### config.mk
export PLATFORM = sky130hd
export DESIGN_NAME = ps2_key_decoder
export DESIGN_NICKNAME = d
export VERILOG_FILES = /design/src/rtl/ps2_pkg.sv /design/src/rtl/ps2_rx_frame.sv /design/src/rtl/ps2_key_decoder.sv
export SDC_FILE = /design/constraint.sdc
export NUM_CORES = 1
export LEC_CHECK = 0
export BUFFER_PORTS_ARGS = -buffer_cell sky130_fd_sc_hd__buf_2
export CAP_MARGIN = 20
export CORE_UTILIZATION = 40
export CTS_CLUSTER_SIZE = 40
export DETAILED_ROUTE_END_ITERATION = 10
export HOLD_SLACK_MARGIN = 0.1
export SYNTH_ARGS = -nofsm -noshare
export SYNTH_HDL_FRONTEND = slang
export SYNTH_SLANG_ARGS = --single-unit
export TNS_END_PERCENT = 50
### constraint.sdc
create_clock -name clk -period 2.8 [get_ports clk]
set_clock_uncertainty 0.1 [all_clocks]
set_input_delay 0.28 -clock clk [delete_from_list [all_inputs] [get_ports clk]]
set_output_delay 0.28 -clock clk [all_outputs]
set_load 0.1 [all_outputs]
### src/rtl/ps2_pkg.sv
// Shared definitions for the PS/2 keyboard decoder: scan codes (set 2),
// direction bit indices, frame FSM encoding and small decode/parity helpers.
package ps2_pkg;

    // Prefix bytes
    localparam logic [7:0] SC_E0    = 8'hE0;
    localparam logic [7:0] SC_F0    = 8'hF0;

    // Extended (E0-prefixed) arrow keys
    localparam logic [7:0] SC_UP    = 8'h75;
    localparam logic [7:0] SC_DOWN  = 8'h72;
    localparam logic [7:0] SC_LEFT  = 8'h6B;
    localparam logic [7:0] SC_RIGHT = 8'h74;

    // Plain WASD keys
    localparam logic [7:0] SC_W     = 8'h1D;
    localparam logic [7:0] SC_A     = 8'h1C;
    localparam logic [7:0] SC_S     = 8'h1B;
    localparam logic [7:0] SC_D     = 8'h23;

    // Bit positions inside the one-hot direction vector
    localparam int DIR_UP    = 3;
    localparam int DIR_DOWN  = 2;
    localparam int DIR_LEFT  = 1;
    localparam int DIR_RIGHT = 0;

    // Frame receiver states
    typedef enum logic [1:0] {
        ST_IDLE   = 2'd0,
        ST_DATA   = 2'd1,
        ST_PARITY = 2'd2,
        ST_STOP   = 2'd3
    } rx_state_e;

    // Data byte plus parity bit must carry an odd number of ones.
    function automatic logic odd_parity_ok(input logic [8:0] bits);
        return ^bits;
    endfunction

    // Map a make/break code to its one-hot direction; arrows need the E0
    // prefix, WASD must arrive without it. Anything else yields 4'b0000.
    function automatic logic [3:0] dir_decode(input logic [7:0] code,
                                              input logic       ext);
        logic [3:0] d;
        d = 4'b0000;
        if (ext) begin
            case (code)
                SC_UP:    d[DIR_UP]    = 1'b1;
                SC_DOWN:  d[DIR_DOWN]  = 1'b1;
                SC_LEFT:  d[DIR_LEFT]  = 1'b1;
                SC_RIGHT: d[DIR_RIGHT] = 1'b1;
                default:  d = 4'b0000;
            endcase
        end else begin
            case (code)
                SC_W:     d[DIR_UP]    = 1'b1;
                SC_S:     d[DIR_DOWN]  = 1'b1;
                SC_A:     d[DIR_LEFT]  = 1'b1;
                SC_D:     d[DIR_RIGHT] = 1'b1;
                default:  d = 4'b0000;
            endcase
        end
        return d;
    endfunction

endpackage

### src/rtl/ps2_rx_frame.sv
// PS/2 frame receiver: synchronises PS2C/PS2D, glitch-filters the clock,
// shifts in the 11-bit frame on filtered falling edges, checks start, parity
// and stop, and aborts a stalled frame with a watchdog.
module ps2_rx_frame
    import ps2_pkg::*;
#(
    parameter int FILTER_LEN  = 8,
    parameter int TIMEOUT_CYC = 20000
) (
    input  logic       clk,
    input  logic       rst_n,
    input  logic       ps2c_i,
    input  logic       ps2d_i,
    output logic [7:0] byte_o,
    output logic       byte_valid_o,
    output logic       err_o
);

    localparam int             FW       = (FILTER_LEN > 1) ? $clog2(FILTER_LEN) : 1;
    localparam logic [FW-1:0]  FILT_MAX = FW'(FILTER_LEN - 1);
    localparam int             WW       = $clog2(TIMEOUT_CYC + 1);
    localparam logic [WW-1:0]  WD_MAX   = WW'(TIMEOUT_CYC);

    logic          c_meta_q, c_sync_q;
    logic          d_meta_q, d_sync_q;
    logic          filt_q;
    logic [FW-1:0] fcnt_q;
    rx_state_e     state_q;
    logic [2:0]    bitcnt_q;
    logic [7:0]    shreg_q;
    logic          par_q;
    logic [WW-1:0] wd_q;
    logic [7:0]    byte_q;
    logic          valid_q;
    logic          err_q;

    logic          fedge_s;
    logic          wd_expire_s;

    // Two-flop synchronisers; the idle bus level is high.
    always_ff @(posedge clk) begin
        if (!rst_n) begin
            c_meta_q <= 1'b1;
            c_sync_q <= 1'b1;
            d_meta_q <= 1'b1;
            d_sync_q <= 1'b1;
        end else begin
            c_meta_q <= ps2c_i;
            c_sync_q <= c_meta_q;
            d_meta_q <= ps2d_i;
            d_sync_q <= d_meta_q;
        end
    end

    // Glitch filter: accept a new PS2C level only after FILTER_LEN agreeing samples.
    always_ff @(posedge clk) begin
        if (!rst_n) begin
            filt_q <= 1'b1;
            fcnt_q <= '0;
        end else if (c_sync_q == filt_q) begin
            fcnt_q <= '0;
        end else if (fcnt_q == FILT_MAX) begin
            filt_q <= c_sync_q;
            fcnt_q <= '0;
        end else begin
            fcnt_q <= fcnt_q + 1'b1;
        end
    end

    // The filtered clock is about to flip from 1 to 0 on this edge.
    assign fedge_s     = filt_q & ~c_sync_q & (fcnt_q == FILT_MAX);
    assign wd_expire_s = (state_q != ST_IDLE) && (wd_q == WD_MAX);

    // Frame FSM with watchdog; a fedge always wins over an expiring watchdog.
    always_ff @(posedge clk) begin
        if (!rst_n) begin
            state_q  <= ST_IDLE;
            bitcnt_q <= 3'd0;
            shreg_q  <= 8'h00;
            par_q    <= 1'b0;
            wd_q     <= '0;
            byte_q   <= 8'h00;
            valid_q  <= 1'b0;
            err_q    <= 1'b0;
        end else begin
            valid_q <= 1'b0;
            err_q   <= 1'b0;
            if (fedge_s) begin
                wd_q <= '0;
                case (state_q)
                    ST_IDLE: begin
                        if (!d_sync_q) begin
                            state_q  <= ST_DATA;
                            bitcnt_q <= 3'd0;
                        end else begin
                            err_q <= 1'b1;
                        end
                    end
                    ST_DATA: begin
                        shreg_q  <= {d_sync_q, shreg_q[7:1]};
                        bitcnt_q <= bitcnt_q + 3'd1;
                        if (bitcnt_q == 3'd7) begin
                            state_q <= ST_PARITY;
                        end else begin
                            state_q <= ST_DATA;
                        end
                    end
                    ST_PARITY: begin
                        par_q   <= d_sync_q;
                        state_q <= ST_STOP;
                    end
                    ST_STOP: begin
                        if (d_sync_q && odd_parity_ok({par_q, shreg_q})) begin
                            byte_q  <= shreg_q;
                            valid_q <= 1'b1;
                        end else begin
                            err_q <= 1'b1;
                        end
                        state_q <= ST_IDLE;
                    end
                    default: state_q <= ST_IDLE;
                endcase
            end else if (wd_expire_s) begin
                state_q <= ST_IDLE;
                err_q   <= 1'b1;
                wd_q    <= '0;
            end else if (state_q != ST_IDLE) begin
                wd_q <= wd_q + 1'b1;
            end else begin
                wd_q <= '0;
            end
        end
    end

    assign byte_o       = byte_q;
    assign byte_valid_o = valid_q;
    assign err_o        = err_q;

endmodule

### src/rtl/ps2_key_decoder.sv
// PS/2 scan-code set 2 decoder for the 2048 game: turns received bytes into
// one-cycle direction pulses and mode-key updates, tracking E0/F0 prefixes.
// Optional build macro TYPEMATIC_SUPPRESS_EN drops repeated direction makes
// until the matching break arrives.
module ps2_key_decoder
    import ps2_pkg::*;
#(
    parameter int FILTER_LEN  = 8,
    parameter int TIMEOUT_CYC = 20000
) (
    input  logic       clk,
    input  logic       rst_n,
    input  logic       PS2C,
    input  logic       PS2D,
    output logic [3:0] dir,
    output logic [7:0] mode_key,
    output logic       mode_valid,
    output logic       frame_err
);

    logic [7:0] rx_byte_s;
    logic       rx_valid_s;
    logic       rx_err_s;

    logic       e0_q, e0_d;
    logic       f0_q, f0_d;
    logic [3:0] dir_q, dir_d;
    logic [7:0] mode_key_q, mode_key_d;
    logic       mode_valid_q, mode_valid_d;
    logic       frame_err_q, frame_err_d;
    logic [3:0] dec_s;
`ifdef TYPEMATIC_SUPPRESS_EN
    logic [3:0] held_q, held_d;
`endif

    ps2_rx_frame #(
        .FILTER_LEN  (FILTER_LEN),
        .TIMEOUT_CYC (TIMEOUT_CYC)
    ) u_rx (
        .clk          (clk),
        .rst_n        (rst_n),
        .ps2c_i       (PS2C),
        .ps2d_i       (PS2D),
        .byte_o       (rx_byte_s),
        .byte_valid_o (rx_valid_s),
        .err_o        (rx_err_s)
    );

    assign dec_s = dir_decode(rx_byte_s, e0_q);

    // Byte layer: prefix tracking, break handling and make decoding.
    always_comb begin
        e0_d         = e0_q;
        f0_d         = f0_q;
        dir_d        = 4'b0000;
        mode_key_d   = mode_key_q;
        mode_valid_d = 1'b0;
        frame_err_d  = rx_err_s;
`ifdef TYPEMATIC_SUPPRESS_EN
        held_d       = held_q;
`endif
        if (rx_valid_s) begin
            if (rx_byte_s == SC_E0) begin
                e0_d = 1'b1;
            end else if (rx_byte_s == SC_F0) begin
                f0_d = 1'b1;
            end else begin
                if (f0_q) begin
`ifdef TYPEMATIC_SUPPRESS_EN
                    held_d = held_q & ~dec_s;
`else
                    dir_d = 4'b0000;
`endif
                end else if (dec_s != 4'b0000) begin
`ifdef TYPEMATIC_SUPPRESS_EN
                    if ((held_q & dec_s) == 4'b0000) begin
                        dir_d  = dec_s;
                        held_d = held_q | dec_s;
                    end else begin
                        dir_d = 4'b0000;
                    end
`else
                    dir_d = dec_s;
`endif
                end else if (!e0_q) begin
                    mode_key_d   = rx_byte_s;
                    mode_valid_d = 1'b1;
                end else begin
                    mode_valid_d = 1'b0;
                end
                e0_d = 1'b0;
                f0_d = 1'b0;
            end
        end else begin
            dir_d = 4'b0000;
        end
    end

    // Register byte-layer state and all outputs.
    always_ff @(posedge clk) begin
        if (!rst_n) begin
            e0_q         <= 1'b0;
            f0_q         <= 1'b0;
            dir_q        <= 4'b0000;
            mode_key_q   <= 8'h00;
            mode_valid_q <= 1'b0;
            frame_err_q  <= 1'b0;
        end else begin
            e0_q         <= e0_d;
            f0_q         <= f0_d;
            dir_q        <= dir_d;
            mode_key_q   <= mode_key_d;
            mode_valid_q <= mode_valid_d;
            frame_err_q  <= frame_err_d;
        end
    end

`ifdef TYPEMATIC_SUPPRESS_EN
    // Held-direction record used to suppress typematic repeats.
    always_ff @(posedge clk) begin
        if (!rst_n) begin
            held_q <= 4'b0000;
        end else begin
            held_q <= held_d;
        end
    end
`endif

    assign dir        = dir_q;
    assign mode_key   = mode_key_q;
    assign mode_valid = mode_valid_q;
    assign frame_err  = frame_err_q;

endmodule

Yosys cells after proc, flatten, opt, wreduce, memory -nomap -nowiden:

Cells that the tools add are included.

* add/subtract/negate cells: 3
* multipliers: 0
* div/mod/pow operators: 0
* $lt $le $gt $ge: 0
* equal/unequal tests: 20
* shift-type cells: 0
* mux-type cells: 26
* bitwise logic cells: 12
* reduce and logical (&&, ||, !) cells: 22

Operators by type and width (count)
* $eq 8x7->1 const B: 4
* $eq 8x5->1 const B: 3
* $mux 1: 17
* $eq 8x8->1 const B: 2
* $add 15x1->15 const B: 1
* $eq 15x15->1 const B: 1
* $reduce_and 2->1: 6
* $reduce_or 6->1: 2
* $not 1->1: 10
* $reduce_and 3->1: 3
* $reduce_xor 9->1: 1
* $eq 8x6->1 const B: 1
* $mux 2: 4
* $pmux 2 s4: 1
* $add 3x1->3 const B: 2
* $eq 3x3->1 const B: 2
* $pmux 3 s2: 1
* $reduce_and 6->1: 1
* $reduce_bool 2->1: 3
* $eq 2x2->1 const B: 2
* $mux 4: 1
* $ne 2x2->1 const B: 2
* $reduce_bool 4->1: 1
* $reduce_or 4->1: 1
* other kinds (9): 11

* register bits: 63
* latch bits: 0
* RAM bits: 0
* ROM bits: 0
* bits of input ports: 4
* output and inout bits: 14
* logic and storage cells: 103
* memories: 0

Longest topological paths before layout:

Gate-level depths: netlist (run 1).

* depth in word-level cells: 6
* mapped depth: 8
* mapped depth without buffers: 7

By module:

Synthesis (run 1) repeated with hierarchy kept, for this count alone.

* cell total of the unflattened synthesis: 311
* area, all modules: 2882.8 um2

By module, submodules not included
* ps2_rx_frame: times used 1, cells an instance 224, area an instance 2093.3 um2, seq. area each 940.9 um2
* ps2_key_decoder: times used 1, cells an instance 87, area an instance 789.5 um2, seq. area each 320.3 um2

Worst setup path after synthesis (run 1):

Ideal clock, no wire load.

* kind: register to register
* start point: reg u_rx.state_q[0]
* end point: reg u_rx.wd_q[10]
* library setup time: 0.128 ns
* arrival time: 1.727 ns
* path slack: 0.846 ns
* stages on the path, launching flop included: 8
* path through: dfxtp_1 -> inv_1 -> ha_1 -> nor4b_1 -> nand4_1 -> nand4b_1 -> clkbuf_1 -> nor2_1

* cells in the longest elaborated chain, start to end: 3
* elaborated cells between the ends (all ways): 4
* classes of those cells: bitwise (1); reduce/logical (3)

RTL lines
* start, declared: RTL line ps2_rx_frame.sv:28 `rx_state_e state_q;`
* start signal, assigned: RTL line ps2_rx_frame.sv:77 `state_q <= ST_IDLE;`
* start signal, assigned: RTL line ps2_rx_frame.sv:93 `state_q <= ST_DATA;`
* start signal, assigned: RTL line ps2_rx_frame.sv:103 `state_q <= ST_PARITY;`
* $reduce_bool 2->1 *: RTL line ps2_rx_frame.sv:72, ps2_rx_frame.sv:127
* $logic_and 1x1->1 / $not 1->1 (equally long branches)
* $reduce_or 4->1 (no source line) *
* end signal, assigned: RTL line ps2_rx_frame.sv:128 `wd_q <= wd_q + 1'b1;`
* end, declared: RTL line ps2_rx_frame.sv:32 `logic [WW-1:0] wd_q;`

Every way passes the cells marked *; elsewhere a longest branch is shown, timed or not.
A chain may end at the register's enable or synchronous reset.

Final worst setup path (run 1):

* start point: reg u_rx.shreg_q[4]
* end point: reg u_rx.byte_q[0], in the netlist u_rx.byte_o[0]

* cells in the longest elaborated chain, start to end: 3

RTL lines
* start, declared: RTL line ps2_rx_frame.sv:30 `logic [7:0] shreg_q;`
* start signal, assigned: RTL line ps2_rx_frame.sv:100 `shreg_q <= {d_sync_q, shreg_q[7:1]};`
* $reduce_xor 9->1: RTL line ps2_pkg.sv:37 `return ^bits;`
* $logic_and 1x1->1: RTL line ps2_rx_frame.sv:113 `if (d_sync_q && odd_parity_ok({par_q, shreg_q})) begin`
* $reduce_and 3->1 (no source line)
* end signal, assigned: RTL line ps2_rx_frame.sv:114 `byte_q <= shreg_q;`
* end, declared: RTL line ps2_rx_frame.sv:33 `logic [7:0] byte_q;`

Every way passes these cells.

==> results of run 1 <==
==> power by group <==
part	total (uW)	switching [uW]	internal [uW]	leakage (uW)
sequential	900	1.53	898	0.000508
clock	696	376	319	0.0000776
combinational	22.7	14.7	8.05	0.000661
total	1620	392	1230	0.00125
==> stage by stage <==
step / util / setup slack, ns / cells / hold slack (ns) / power [uW]
after floorplan: - / 0.846 / 316 / 0.281 / 937
after global placement: 0.435 / 0.563 / 417 / 0.289 / 941
after detailed placement: 0.435 / 0.561 / 417 / 0.293 / 941
after CTS: 0.465 / 0.540 / 436 / 0.306 / 1650
after global routing: 0.465 / 0.328 / 436 / 0.323 / 1690
final: 0.465 / 0.548 / 436 / 0.307 / 1620
==> registers in the layout, indices dropped and copies added, names as in the netlist, 2 cells and up <==
name	count
dir	4
mode_key	8
u_rx.bitcnt_q	3
u_rx.byte_o	8
u_rx.fcnt_q	3
u_rx.shreg_q	8
u_rx.state_q	2
u_rx.wd_q	15
==> synth_stat cells, types with 3 or more instances <==
cell type,count,area share
o21ai_0,4,0.0071
ha_1,12,0.053
nand2b_1,6,0.013
nand3_1,19,0.034
clkbuf_1,7,0.0093
dfxtp_1,63,0.45
mux2i_1,17,0.060
a21oi_1,14,0.025
buf_6,3,0.012
nor3_1,9,0.016
xnor2_1,15,0.046
nand2_1,49,0.065
and2_1,4,0.0089
xor2_1,5,0.015
and3_1,5,0.011
inv_1,11,0.015
nor2_1,34,0.045
a22oi_1,3,0.0080
nand4_1,4,0.0089
==> per-layer routing <==
metal | global-route usage | vias to the layer above | share of wire
met5 | 0 | - | 0
met4 | 0.0727 | 0 | 0.018
met3 | 0.0606 | 8 | 0.032
met2 | 0.222 | 27 | 0.44
met1 | 0.203 | 1005 | 0.51
li1 | - | 1112 | -
==> cell type report <==
class                      instances  area share
multi-input combinational        227       0.453
sequential                        63       0.399
timing repair buffer              22      0.0412
clock buffer                       9      0.0392
tap                               96      0.0380
clock inverter                     7      0.0154
inverter                          12      0.0143
==> worst min-delay path by stage <==
stage	end	slack, ns	depth (start not counted)
3_5_place_dp	u_rx.d_sync_q	0.29	1
2_1_floorplan	u_rx.c_meta_q	0.28	1
4_1_cts	u_rx.d_sync_q	0.31	1
3_3_place_gp	u_rx.d_sync_q	0.29	1
6_report	u_rx.d_sync_q	0.31	1
5_1_grt	u_rx.d_sync_q	0.32	1
==> timing repair <==
item | 4_1_cts | 5_1_grt
endpoints found under the hold margin | 3 | 0
resized for setup | 0 | 0
hold buffers | 3 | 0
==> cell families (layout without fill, tap and decap cells) <==
logic type,after synthesis,in the layout,share of synthesized area
mux,17,17,0.0602
simple gates,147,147,0.253
flops,63,63,0.446
buf+inv,26,50,0.0474
fa+ha+maj,12,12,0.0531
xor+xnor,21,21,0.0699
compound gates,30,30,0.0704
==> results.cfg, run 1 <==
[status]
status = finished, final reports clean

[die]
rows = 30
die_w_um = 86.1
initial_core_util = 0.416
core-area_um2 = 6790
boundaryPins = 18
die_area_um2 = 7410
floorplan.die.height_um = 86.1

[yosys]
synthDistinctLibCells = 44
seq_area_frac_synth = 0.446
netlist_area_um2 = 2830
syn_nets = 332
synth_warnings = 0
ys_ff_latch = 63
synth-async-reset-ratio = 0
netlist_instances = 316
avgSynthCellArea_um2 = 8.94
synth_top_flop_cell = dfxtp_1
synth-edff-count = 0

[sta]
maxSlewViolCount = 0
slew_headroom = 0.565
rsz0062_at_grt = no
post-route-period-util = 0.804
finalCriticalPeriod_ns = 2.25
tightest_slew_ns = 0.650
final.setup.tns_ns = 0
hold_viol = 0
setup_viol = 0
fmax_mhz = 444

[clock_tree]
cts_tree = yes
cts_buffers = 9
cts-root-buf = clkbuf_8
cts_setup_buffers = 0
cts_max_level = 3
clk_latency_ns = 0.35
path_clk_slew_ns = 0.07
cts_sinks = 63
cts_buffer_depth = 2

[worst_setup_path]
max_stage_delay_ns = 0.56
cp_max_fo = 9
required_ns = 2.97
endpoint_kind = flop
crit_buf_inv = 0
cp_cell_sequence = xnor2_1, xnor3_1, xnor2_1, nand4_1, mux2i_1
r2r_start = u_rx.shreg_q[4]
regToRegEndpoint = u_rx.byte_o[0]
crit_type = flop to flop
cp_top_family = XOR/XNOR gates
reg2reg_depth = 5
startpoint_type = flop
ff2ff_setup_slack_ns = 0.55
cp-startpoint = u_rx.shreg_q[4]
worstSetupPathDepth = 5
slowest_stage = nand4_1
cp_common_cell = xnor2_1
crit_end = u_rx.byte_o[0]
arrival_ns = 2.42

[cells_and_area]
multiInputGateArea_um2 = 1430
num_antenna_cells = 0
drive_gt1_frac = 0.115
mostFrequentLayoutCells = dfxtp_1, nand2_1, nor2_1
nets = 351
fillCellCount = 680
seq_area_um2 = 1260
syn2layout_area_growth_pct = 11.8
final_area_um2 = 3160
layout_commonest_cell = dfxtp_1

[route]
vias_per_cell = 4.94
avgRoutedWirePerCell_um = 11.7
drt_iter0_markers = 129
drt_wl_total_um = 5120
num_vias = 2152
drc = 0
antenna_left = 0
first_pass_iters = 4

[grt]
first_global_vias = 1884
antenna_found_initial = 0
grt_pass1_wl_um = 8760
grt_max_degree = 33
gr-total-overflow = 0
grt_util_all_layers = 0.155

[power]
p_leak_uw = 0.00125
peakVddDrop_mv = 0.280
power.density_nw_per_um2 = 512

[placement]
dp_hpwl_um = 3520
io_buffers = 17
gp_congestion = 0.815
place_area_um2 = 2960

[hold_path]
timing.hold.worst.start = u_rx.d_meta_q
worstHoldPathType = flop to flop

[run]
drv_cap = 0
No activity file was read; power rests on OpenSTA's default activity.
==> run 2: changes to the inputs <==
Clock period 2.8 ns to 2.3 ns, I/O delays scaled along.
==> results.cfg, run 2 (synthesis results as in run 1) <==
[grt]
first_global_vias = 1968
antenna_found_initial = 0
grt_util_all_layers = 0.161
gr-total-overflow = 0
grt_pass1_wl_um = 9170
grt_max_degree = 36

[power]
p_leak_uw = 0.00127
switching_share = 0.224
pwr-share-seq = 0.531
intPower_uw = 1600
combPwrFrac = 0.013
power.density_nw_per_um2 = 648
p_sw_uw = 463
peakVddDrop_mv = 0.364
clkPwrFrac = 0.456

[clock_tree]
clk_latency_ns = 0.34
ctsHoldBuffers = 2
cts_tree = yes
cts-root-buf = clkbuf_8
post_cts_resized = 0
cts_setup_buffers = 0
cts_sinks = 63
cts_buffers = 9
cts_buffer_depth = 2
cts_max_level = 3
path_clk_slew_ns = 0.07

[placement]
io_buffers = 17
gp_congestion = 0.871
dp_hpwl_um = 3650

[cells_and_area]
num_antenna_cells = 0
drive_gt1_frac = 0.117
syn2layout_area_growth_pct = 12.6
largest_reg_flops = 15
top_register = u_rx.wd_q
nets = 352
fillCellCount = 646
mostFrequentLayoutCells = dfxtp_1, nand2_1, nor2_1
layout_commonest_cell = dfxtp_1
final_core_util = 0.468

[worst_setup_path]
arrival_ns = 2.18
regToRegEndpoint = u_rx.state_q[1]
slowest_stage = dfxtp_1
endpoint_kind = flop
reg2reg_depth = 7
crit_buf_inv = 1
cp_top_family = compound AO/OA/AOI/OAI gates
max_stage_delay_ns = 0.42
cp_cell_sequence = inv_1, ha_1, nor4b_1, nand4_1, a22o_1, o21ai_0, a21oi_1
cp_max_fo = 6
required_ns = 2.41
startpoint_type = flop
ff2ff_setup_slack_ns = 0.23
crit_type = flop to flop
r2r_start = u_rx.state_q[0]

[route]
antenna_left = 0
drt_iter0_markers = 95
first_pass_iters = 4
drt_wl_total_um = 5320
num_vias = 2149
vias_per_cell = 4.92
avgRoutedWirePerCell_um = 12.2
drc = 0

[die]
die_w_um = 86.1
die_area_um2 = 7410
core-area_um2 = 6790
initial_core_util = 0.416
boundaryPins = 18
floorplan.die.height_um = 86.1
rows = 30

[sta]
slew_headroom = 0.675
finalCriticalPeriod_ns = 2.07
post-route-period-util = 0.900
setup_viol = 0
fmax_mhz = 483
tightest_slew_ns = 0.484
maxSlewViolCount = 0
final.setup.tns_ns = 0
hold_viol = 0
rsz0062_at_grt = no

[run]
drv_cap = 0

[hold_path]
timing.hold.worst.start = rst_n
holdPathStages = 3
worstHoldPathType = primary input to flop
hold_end = u_rx.c_sync_q

[status]
status = finished, final reports clean
==> run 2: changes by cell type in the layout (fill, tap and decap cells not counted) <==
cell           delta
clkinv_4          +1
dlygate4sd3_1     -1
clkinvlp_4        -3
bufinv_16         +1
clkinv_2          +1
buf_4             +2
clkbuf_1          +1
inv_6             -1
==> run 2: per-stage QoR <==
stage	instance area, um^2	instances	power, uW	hold WS (ns)	setup WS (ns)
2_1_floorplan	2830	316	1140	0.231	0.346
3_3_place_gp	2970	419	1150	0.290	0.348
3_5_place_dp	2970	419	1150	0.297	0.252
4_1_cts	3180	437	2090	0.259	0.227
5_1_grt	3180	437	2150	0.271	0.0965
6_report	3180	437	2060	0.268	0.229
==> run 2: layout make-up <==
type,count,area (um^2),share of cell area
inverter,12,45.0,0.0142
clock buffer,10,128,0.0401
timing repair buffer,23,135,0.0425
sequential,63,1260,0.396
multi-input combinational,227,1430,0.450
clock inverter,6,61.3,0.0193
tap,96,120,0.0378
==> run 2: layer usage <==
metal	global-route usage	vias to the layer above	share of wire	wire length (um)
met4	0.0909	0	0.024	129
met2	0.238	30	0.44	2320
met1	0.213	993	0.51	2740
met3	0.0404	11	0.025	134
met5	0	-	0	0
li1	-	1115	-	-
==> run 2: worst max path at each step <==
stage               startpoint         endpoint  cells past startpoint  slack [ns]
2_1_floorplan  u_rx.state_q[0]    u_rx.wd_q[10]                      7        0.35
3_3_place_gp   u_rx.state_q[0]  u_rx.state_q[0]                      7        0.35
3_5_place_dp   u_rx.state_q[0]  u_rx.state_q[1]                      7        0.25
4_1_cts        u_rx.state_q[0]  u_rx.state_q[1]                      7        0.23
5_1_grt        u_rx.state_q[0]  u_rx.state_q[1]                      7         0.1
6_report       u_rx.state_q[0]  u_rx.state_q[1]                      7        0.23
==> run 2: worst register-to-register path, delay by kind of cell, from the launching register on <==
family / cells / cell delay [ns]
buffers and inverters: 1 / 0.12
AO/OA/AOI/OAI: 3 / 0.53
adder cells (fa/ha/maj): 1 / 0.27
flip-flops: 1 / 0.42
AND/OR/NAND/NOR: 2 / 0.49
==> run 2: power groups by stage <==
stage	combinational, uW	clock, uW	sequential, uW
after floorplan	20.2	0	1120
after global placement	24.2	0	1120
after detailed placement	24.5	0	1120
after CTS	27.1	968	1100
after global routing	29.7	1020	1100
final	26.8	940	1100
